<file path="config.mk">
export PLATFORM = sky130hd
export DESIGN_NAME = base_string_to_decimal_flat
export DESIGN_NICKNAME = d
export VERILOG_FILES = /design/src/rtl/base_string_to_decimal_pkg.sv /design/src/rtl/base_string_to_decimal_if.sv /design/src/rtl/base_string_to_decimal_decode.sv /design/src/rtl/base_string_to_decimal.sv /design/src/flat_wrapper.sv
export SDC_FILE = /design/constraint.sdc
export NUM_CORES = 1
export LEC_CHECK = 0
export BUFFER_PORTS_ARGS = -buffer_cell sky130_fd_sc_hd__buf_2
export CORE_MARGIN = 2
export CORE_UTILIZATION = 60
export CTS_CLUSTER_SIZE = 28
export DETAILED_ROUTE_END_ITERATION = 8
export PLACE_DENSITY = 0.84
export SLEW_MARGIN = 0
export SYNTH_ARGS = -nofsm -noshare
export SYNTH_HDL_FRONTEND = slang
export SYNTH_HIERARCHICAL = 1
export SYNTH_SLANG_ARGS = --single-unit
</file>
<file path="constraint.sdc">
create_clock -name clk -period 6.6 [get_ports clk]
set_input_delay 0 -clock clk [delete_from_list [all_inputs] [get_ports clk]]
set_output_delay 0 -clock clk [all_outputs]
set_load 0.02 [all_outputs]
</file>
<file path="src/rtl/base_string_to_decimal_pkg.sv">
// Shared types and constants for the base-N ASCII string to binary converter.
package base_conv_pkg;

    localparam int unsigned BASE_W = 5;
    localparam int unsigned CHAR_W = 8;
    localparam int unsigned ERR_W  = 3;

    typedef enum logic [1:0] {
        IDLE  = 2'd0,
        ACCUM = 2'd1,
        DONE  = 2'd2
    } state_e;

    localparam logic [ERR_W-1:0] ERR_BASE  = 3'b001;
    localparam logic [ERR_W-1:0] ERR_DIGIT = 3'b010;
    localparam logic [ERR_W-1:0] ERR_OVF   = 3'b100;
    localparam logic [ERR_W-1:0] ERR_EMPTY = 3'b111;

    localparam logic [CHAR_W-1:0] ASC_0   = 8'h30;
    localparam logic [CHAR_W-1:0] ASC_9   = 8'h39;
    localparam logic [CHAR_W-1:0] ASC_A   = 8'h41;
    localparam logic [CHAR_W-1:0] ASC_F   = 8'h46;
    localparam logic [CHAR_W-1:0] ASC_LA  = 8'h61;
    localparam logic [CHAR_W-1:0] ASC_LF  = 8'h66;
    localparam logic [CHAR_W-1:0] ASC_SP  = 8'h20;
    localparam logic [CHAR_W-1:0] ASC_NUL = 8'h00;

    localparam logic [BASE_W-1:0] BASE_MIN = 5'd2;
    localparam logic [BASE_W-1:0] BASE_MAX = 5'd16;

endpackage

</file>
<file path="src/rtl/base_string_to_decimal_if.sv">
// Character-in / result-out valid-ready bundle for the string converter.
interface base_string_to_decimal_if #(
    parameter int unsigned VALUE_W = 32
);
    import base_conv_pkg::*;

    logic [BASE_W-1:0]  base;
    logic               in_valid;
    logic               in_ready;
    logic [CHAR_W-1:0]  in_char;
    logic               in_last;
    logic               out_valid;
    logic               out_ready;
    logic [VALUE_W-1:0] out_value;
    logic [ERR_W-1:0]   out_err;

    modport master (
        output base, in_valid, in_char, in_last, out_ready,
        input  in_ready, out_valid, out_value, out_err
    );

    modport slave (
        input  base, in_valid, in_char, in_last, out_ready,
        output in_ready, out_valid, out_value, out_err
    );

endinterface

</file>
<file path="src/rtl/base_string_to_decimal_decode.sv">
// Combinational ASCII classifier: hex digit value, padding flag, digit flag.
module ascii_digit_decode
    import base_conv_pkg::*;
(
    input  logic [CHAR_W-1:0] char_i,
    output logic              is_digit_c,
    output logic              is_pad_c,
    output logic [3:0]        digit_c
);

    always_comb begin
        is_digit_c = 1'b0;
        is_pad_c   = 1'b0;
        digit_c    = 4'd0;
        if (char_i >= ASC_0 && char_i <= ASC_9) begin
            is_digit_c = 1'b1;
            digit_c    = 4'(char_i - ASC_0);
        end else if (char_i >= ASC_A && char_i <= ASC_F) begin
            is_digit_c = 1'b1;
            digit_c    = 4'(char_i - ASC_A + 8'd10);
        end else if (char_i >= ASC_LA && char_i <= ASC_LF) begin
            is_digit_c = 1'b1;
            digit_c    = 4'(char_i - ASC_LA + 8'd10);
        end else if (char_i == ASC_SP || char_i == ASC_NUL) begin
            is_pad_c = 1'b1;
        end
    end

endmodule

</file>
<file path="src/rtl/base_string_to_decimal.sv">
// Accumulates an MSB-first ASCII digit string in base 2..16 into an unsigned binary value.
module base_string_to_decimal
    import base_conv_pkg::*;
#(
    parameter int unsigned VALUE_W   = 32,
    parameter int unsigned MAX_CHARS = 16
) (
    input  logic                     clk,
    input  logic                     rst,
    base_string_to_decimal_if.slave  bus
);

    localparam int unsigned ACC_W = VALUE_W + 5;
    localparam int unsigned CNT_W = $clog2(MAX_CHARS + 1);

    state_e             state_q, state_d;
    logic [BASE_W-1:0]  base_q, base_d;
    logic [VALUE_W-1:0] acc_q, acc_d;
    logic [ERR_W-1:0]   err_q, err_d;
    logic [CNT_W-1:0]   cnt_q, cnt_d;
    logic               seen_q, seen_d;
    logic               in_ready_q, in_ready_d;
    logic               out_valid_q, out_valid_d;
    logic [VALUE_W-1:0] out_value_q, out_value_d;
    logic [ERR_W-1:0]   out_err_q, out_err_d;

    logic               is_digit, is_pad;
    logic [3:0]         digit;
    logic               accept;
    logic [BASE_W-1:0]  base_cur;
    logic [VALUE_W-1:0] acc_cur;
    logic [ERR_W-1:0]   err_cur;
    logic [CNT_W-1:0]   cnt_cur;
    logic               seen_cur;
    logic [ACC_W-1:0]   prod;

    ascii_digit_decode u_decode (
        .char_i     (bus.in_char),
        .is_digit_c (is_digit),
        .is_pad_c   (is_pad),
        .digit_c    (digit)
    );

    assign bus.in_ready  = in_ready_q;
    assign bus.out_valid = out_valid_q;
    assign bus.out_value = out_value_q;
    assign bus.out_err   = out_err_q;

    always_ff @(posedge clk or posedge rst) begin
        if (rst) begin
            state_q     <= IDLE;
            base_q      <= '0;
            acc_q       <= '0;
            err_q       <= '0;
            cnt_q       <= '0;
            seen_q      <= 1'b0;
            in_ready_q  <= 1'b1;
            out_valid_q <= 1'b0;
            out_value_q <= '0;
            out_err_q   <= '0;
        end else begin
            state_q     <= state_d;
            base_q      <= base_d;
            acc_q       <= acc_d;
            err_q       <= err_d;
            cnt_q       <= cnt_d;
            seen_q      <= seen_d;
            in_ready_q  <= in_ready_d;
            out_valid_q <= out_valid_d;
            out_value_q <= out_value_d;
            out_err_q   <= out_err_d;
        end
    end

    always_comb begin
        state_d     = state_q;
        base_d      = base_q;
        acc_d       = acc_q;
        err_d       = err_q;
        cnt_d       = cnt_q;
        seen_d      = seen_q;
        in_ready_d  = in_ready_q;
        out_valid_d = out_valid_q;
        out_value_d = out_value_q;
        out_err_d   = out_err_q;

        accept   = bus.in_valid & in_ready_q;
        base_cur = base_q;
        acc_cur  = acc_q;
        err_cur  = err_q;
        cnt_cur  = cnt_q;
        seen_cur = seen_q;

        // The first char of a string starts from a clean context with the live base.
        if (state_q == IDLE) begin
            base_cur = bus.base;
            acc_cur  = '0;
            err_cur  = (bus.base < BASE_MIN || bus.base > BASE_MAX) ? ERR_BASE : '0;
            cnt_cur  = '0;
            seen_cur = 1'b0;
        end

        prod = ACC_W'(acc_cur) * ACC_W'(base_cur) + ACC_W'(digit);

        case (state_q)
            IDLE, ACCUM: begin
                if (accept) begin
                    base_d = base_cur;
                    acc_d  = acc_cur;
                    err_d  = err_cur;
                    cnt_d  = cnt_cur;
                    seen_d = seen_cur;
                    if (!is_pad) begin
                        seen_d = 1'b1;
                        // Errors are sticky: later chars only drain.
                        if (err_cur == '0) begin
                            if (!is_digit || {1'b0, digit} >= base_cur) begin
                                err_d = ERR_DIGIT;
                            end else if (cnt_cur == CNT_W'(MAX_CHARS)) begin
                                err_d = ERR_OVF;
                            end else if (prod[ACC_W-1:VALUE_W] != '0) begin
                                err_d = ERR_OVF;
                            end else begin
                                acc_d = prod[VALUE_W-1:0];
                                cnt_d = cnt_cur + CNT_W'(1);
                            end
                        end
                    end
                    if (bus.in_last) begin
                        state_d     = DONE;
                        in_ready_d  = 1'b0;
                        out_valid_d = 1'b1;
                        if (!seen_d && err_d == '0) begin
                            out_err_d   = ERR_EMPTY;
                            out_value_d = '0;
                        end else begin
                            out_err_d   = err_d;
                            out_value_d = (err_d == '0) ? acc_d : '0;
                        end
                    end else begin
                        state_d = ACCUM;
                    end
                end
            end
            DONE: begin
                if (bus.out_ready) begin
                    state_d     = IDLE;
                    in_ready_d  = 1'b1;
                    out_valid_d = 1'b0;
                end
            end
            default: begin
                state_d     = IDLE;
                in_ready_d  = 1'b1;
                out_valid_d = 1'b0;
            end
        endcase
    end

endmodule

</file>
<file path="src/flat_wrapper.sv">
// flat-port wrapper written by rule: the top's interface ports become plain ports
module base_string_to_decimal_flat import base_conv_pkg::*;
#(
    parameter int unsigned VALUE_W   = 32,
    parameter int unsigned MAX_CHARS = 16
)
  (clk, rst, bus_base, bus_in_valid, bus_in_char, bus_in_last, bus_out_ready, bus_in_ready, bus_out_valid, bus_out_value, bus_out_err);
  base_string_to_decimal_if #(.VALUE_W(VALUE_W)) bus_i ();
  input  logic clk;
  input  logic rst;
  input wire logic [$bits(bus_i.base)-1:0] bus_base;
  input wire logic [$bits(bus_i.in_valid)-1:0] bus_in_valid;
  input wire logic [$bits(bus_i.in_char)-1:0] bus_in_char;
  input wire logic [$bits(bus_i.in_last)-1:0] bus_in_last;
  input wire logic [$bits(bus_i.out_ready)-1:0] bus_out_ready;
  output wire logic [$bits(bus_i.in_ready)-1:0] bus_in_ready;
  output wire logic [$bits(bus_i.out_valid)-1:0] bus_out_valid;
  output wire logic [$bits(bus_i.out_value)-1:0] bus_out_value;
  output wire logic [$bits(bus_i.out_err)-1:0] bus_out_err;
  assign bus_i.base = bus_base;
  assign bus_i.in_valid = bus_in_valid;
  assign bus_i.in_char = bus_in_char;
  assign bus_i.in_last = bus_in_last;
  assign bus_i.out_ready = bus_out_ready;
  assign bus_in_ready = bus_i.in_ready;
  assign bus_out_valid = bus_i.out_valid;
  assign bus_out_value = bus_i.out_value;
  assign bus_out_err = bus_i.out_err;
  base_string_to_decimal #(.VALUE_W(VALUE_W), .MAX_CHARS(MAX_CHARS)) u_core (.clk(clk), .rst(rst), .bus(bus_i));
endmodule
</file>
==> metrics.md <==
| Metric | Value |
|---|---|
| RSZ-0062 raised after global routing | `false` |
| Crit Path Max Fanout | `18` |
| Remaining DRCs | `0` |
| Initial antenna violation count | `0` |
| Root buffer cell | `clkbuf_16` |
| DIE HEIGHT | `139 µm` |
| Synthesized flop and latch total | `85` |
| Critical Path Sink Type | `register` |
| Global-route wire length before repair | `52200 µm` |
| Hold_ws | `-15.9 ps` |
| Clock transition at path regs | `around 70 ps` |
| PortBufs | `54` |
| Post-detailed-route count of antenna-violating nets | `0` |
| CP max stage cell | `o21ai_2` |
| Reg2Reg Depth | `19` |
| Syn Std Cell Area | `~0.011 mm²` |
| CTS tree | `yes` |
| CP top delay family | `compound AO/OA/AOI/OAI gates` |
| Synth async-reset ratio | `100%` |
| HP Class | `in -> async` |
| TNS Setup | `0 ps` |
| Finished Layout Cells | `around 1600` |
| Run status | `finished, violations left` |
| Layout area overhead | `8.19%` |
| Actual slew at the worst max-slew pin | `approximately 1100 ps` |
| Routed WL | `around 33000 µm` |
| Synth area leader | `dfrtp_1` |
| First DRT Iteration DRCs | `between 1000 and 1500` |
| CP startpoint kind | `register` |
| Hold Violations, Final | `10` |
| Buf/Inv on CP | `4` |
| Clk_lat worst skew | `roughly 350 ps` |
| Slowest Stage Delay on Critical Path | `~650 ps` |
| Synth warn | `6` |
| Vias/cell | `approximately 6.5` |
| Max-slew violation count | `0` |
| Data required, critical path | `slightly below 7000 ps` |
| Seq. cell area | `about 0.0021 mm²` |
| Worst setup margin | `roughly 250 ps` |
| Final cell utilization of the core | `66.1%` |
| R2R Setup Slk | `between 200 and 300 ps` |
| CP arrival | `around 6600 ps` |
| GPL Wtd Cong | `between 1 and 1.5` |
| Max-Slew Margin vs Limit | `about 28%` |
| Depth of the CTS H-tree | `3` |
| Total grt overflow | `0` |
| Via Count | `10238` |
| Die X | `~140 µm` |
| Distinct cells, synth | `85` |
| Clk_skew | `8.92 ps` |
| R2r startpoint | `u_core/state_q[0]` |
| R2R Path End | `u_core/acc_q[10]` |
| Largest net degree at the start of global routing | `86` |
| CP most frequent cell | `fa_1` |
| Setup violations, final | `0` |
| Multi-input combinational cell area | `between 0.007 and 0.008 mm²` |
| Fin crit share | `96.2%` |
| Fin crit period | `~6300 ps` |
| Layout cell share with drive strength beyond 1 | `about 11%` |
| P per Cell Area | `a little over 90 mW/mm²` |
| Setup slack at placement | `-45.3 ps` |
| Antenna Diode Count | `0` |
| Final-layout fill cell count | `between 1000 and 1500` |
| Rows | `49` |
| Maximum VDD drop | `between 0.15 and 0.2 mV` |
| I/O pins | `55` |
| Initial Util | `61.1%` |
| Synth top area share | `about a fifth` |
| Maximum capacitance violations | `0` |
| TritonCTS Sinks | `85` |
| Leakage | `6.46 nW` |
| DP HPWL | `23500 µm` |
| WS Path Type | `reg -> reg` |
| Post-synth EDFFs | `0` |
| Fmax | `0.158 GHz` |
| Cts bufs inserted | `9` |
| Failing checks | `negative hold slack` |
| Ys flop type | `dfrtp_1` |
| Clock Tree Buf Depth | `2` |
| Synthesized area per cell | `about 8.3 µm²` |
| Total track usage | `33.5%` |
| Pwr Total | `between 1 and 1.5 mW` |
| Crit-path cells | `or2_4, buf_4, and3_1, fa_1, fa_1, inv_1, fa_1, inv_1, ha_1, o21ai_1, a211oi_1, nor2_1, o31ai_1, a211oi_2, o21ai_1, nor4_4, buf_4, o21ai_2, a22o_1` |
| Cell Count Post-Placement | `about 1600` |
| Routed len/inst | `20.7 µm` |
| Area contributors post-synth | `dfrtp_1 19%, fa_1 17%, ha_1 9.4%, and3_1 9.3%, inv_1 5.9%` |
| Sequential share of the synthesized area | `between 10% and 20%` |
| Final nets | `~1500` |
| DIE AREA | `about 0.019 mm²` |
| Core Area | `between 0.015 and 0.02 mm²` |
| First-pass detailed-route iteration total | `8` |
| Cells after Synth | `1322` |
| Number of global-route vias before repair | `10009` |
| Synth Net Count | `1516` |
[metal layers]
| metal | vias to the layer above | track usage (%) | part of all wire, % |
|---|---|---|---|
| li1 | 4628 | - | - |
| met1 | 4957 | 46.6 | 42 |
| met2 | 547 | 52.9 | 45 |
| met3 | 106 | 5.01 | 8.8 |
| met4 | 0 | 13.9 | 4.5 |
| met5 | - | 0 | 0 |
[timing repair]
item / CTS / global route
gates cloned: 0 / 2
pin swaps: 0 / 2
setup endpoints to repair: 12 / 62
hold buffers: 7 / 0
resized for setup: 1 / 4
hold endpoints to repair: 10 / 0
buffers inserted: 0 / 2
[cells by family after synthesis]
| kind of cell | synth area share, % |
|---|---|
| multiplexers | 0.949 |
| AND/OR/NAND/NOR | 24.0 |
| flip-flops | 19.5 |
| AO/OA/AOI/OAI | 17.3 |
| adder cells (fa/ha/maj) | 26.6 |
| buffers and inverters | 9.46 |
| XOR/XNOR | 2.23 |
[cell usage after synthesis (all sizes together) (7+ instances only)]
cell / count
o21bai: 10
and2: 16
mux2i: 7
xnor2: 11
nand3: 40
nor4: 14
ha: 82
inv: 173
dfrtp: 84
xor2: 16
fa: 94
a2bb2oi: 14
nor2: 47
a31oi: 24
a22o: 14
nand4: 17
a211oi: 10
clkbuf: 60
and3: 162
or2: 8
o22ai: 9
o21ai: 72
a21o: 10
nor3: 17
a21oi: 64
nand2: 141
buf: 27
[worst reg2reg max path: stages, from the launching register on]
cell and delay, ps:
dfrtp_2 510, or2_4 410, buf_4 220, and3_1 200, fa_1 450, fa_1 530
inv_1 60, fa_1 540, inv_1 60, ha_1 440, o21ai_1 110, a211oi_1 510
nor2_1 160, o31ai_1 490, a211oi_2 180, o21ai_1 250, nor4_4 80, buf_4 160
o21ai_2 650, a22o_1 270
[layout make-up]
class	instances	share of cell area, %
Clock inverter	7	0.518
Inverter	173	5.50
Clock buffer	9	1.90
Sequential cell	85	18.0
Multi-Input combinational cell	979	66.0
Timing Repair Buffer	101	5.62
Tap cell	229	2.42
[through the flow]
stage | instance area (µm²) | hold slack, ps
2_1_floorplan | 10900 | 105
3_3_place_gp | 11400 | 239
6_report | 11800 | -15.9
4_1_cts | 11800 | 21.2
5_1_grt | 11800 | 91.6
3_5_place_dp | 11400 | 245
[how the worst max path moves through the flow]
stage	from	endpoint	slack, ps	cells past startpoint
2_1_floorplan	u_core/state_q[0]	u_core/cnt_q[0]	820	22
3_3_place_gp	u_core/state_q[0]	u_core/bus.out_value[3]	140	16
3_5_place_dp	u_core/state_q[0]	u_core/bus.out_value[17]	-50	18
4_1_cts	u_core/state_q[0]	u_core/acc_q[26]	200	21
5_1_grt	u_core/state_q[0]	u_core/acc_q[2]	50	19
6_report	u_core/state_q[0]	u_core/acc_q[10]	250	19
[placed cells by master (no fill, tap or decap), types with 14 or more instances in the layout]
cell	instances
a21oi_1	61
buf_2	54
a22o_1	14
nand3_1	40
and2_1	16
dfrtp_1	82
fa_1	94
ha_1	82
xor2_1	16
o21ai_0	62
a31oi_1	24
nor2_1	47
nand2_1	141
nand4_1	17
inv_1	172
buf_4	38
and3_1	162
[registers in the layout, summed over array words and instances, names as in the netlist, 2 cells and up]
register,count
u_core/base_q,5
u_core/state_q,2
u_core/err_q,3
u_core/acc_q,32
u_core/cnt_q,5
u_core/bus.out_err,3
u_core/bus.out_value,32
[where the power goes]
part           leakage [nW]  internal (mW)  switching [mW]
Combinational          5.14         0.0193          0.0355
Sequential             1.17          0.521               0
Clock                 0.141          0.264           0.240
Total                  6.46          0.804           0.275
(Power assumes the default switching activity.)
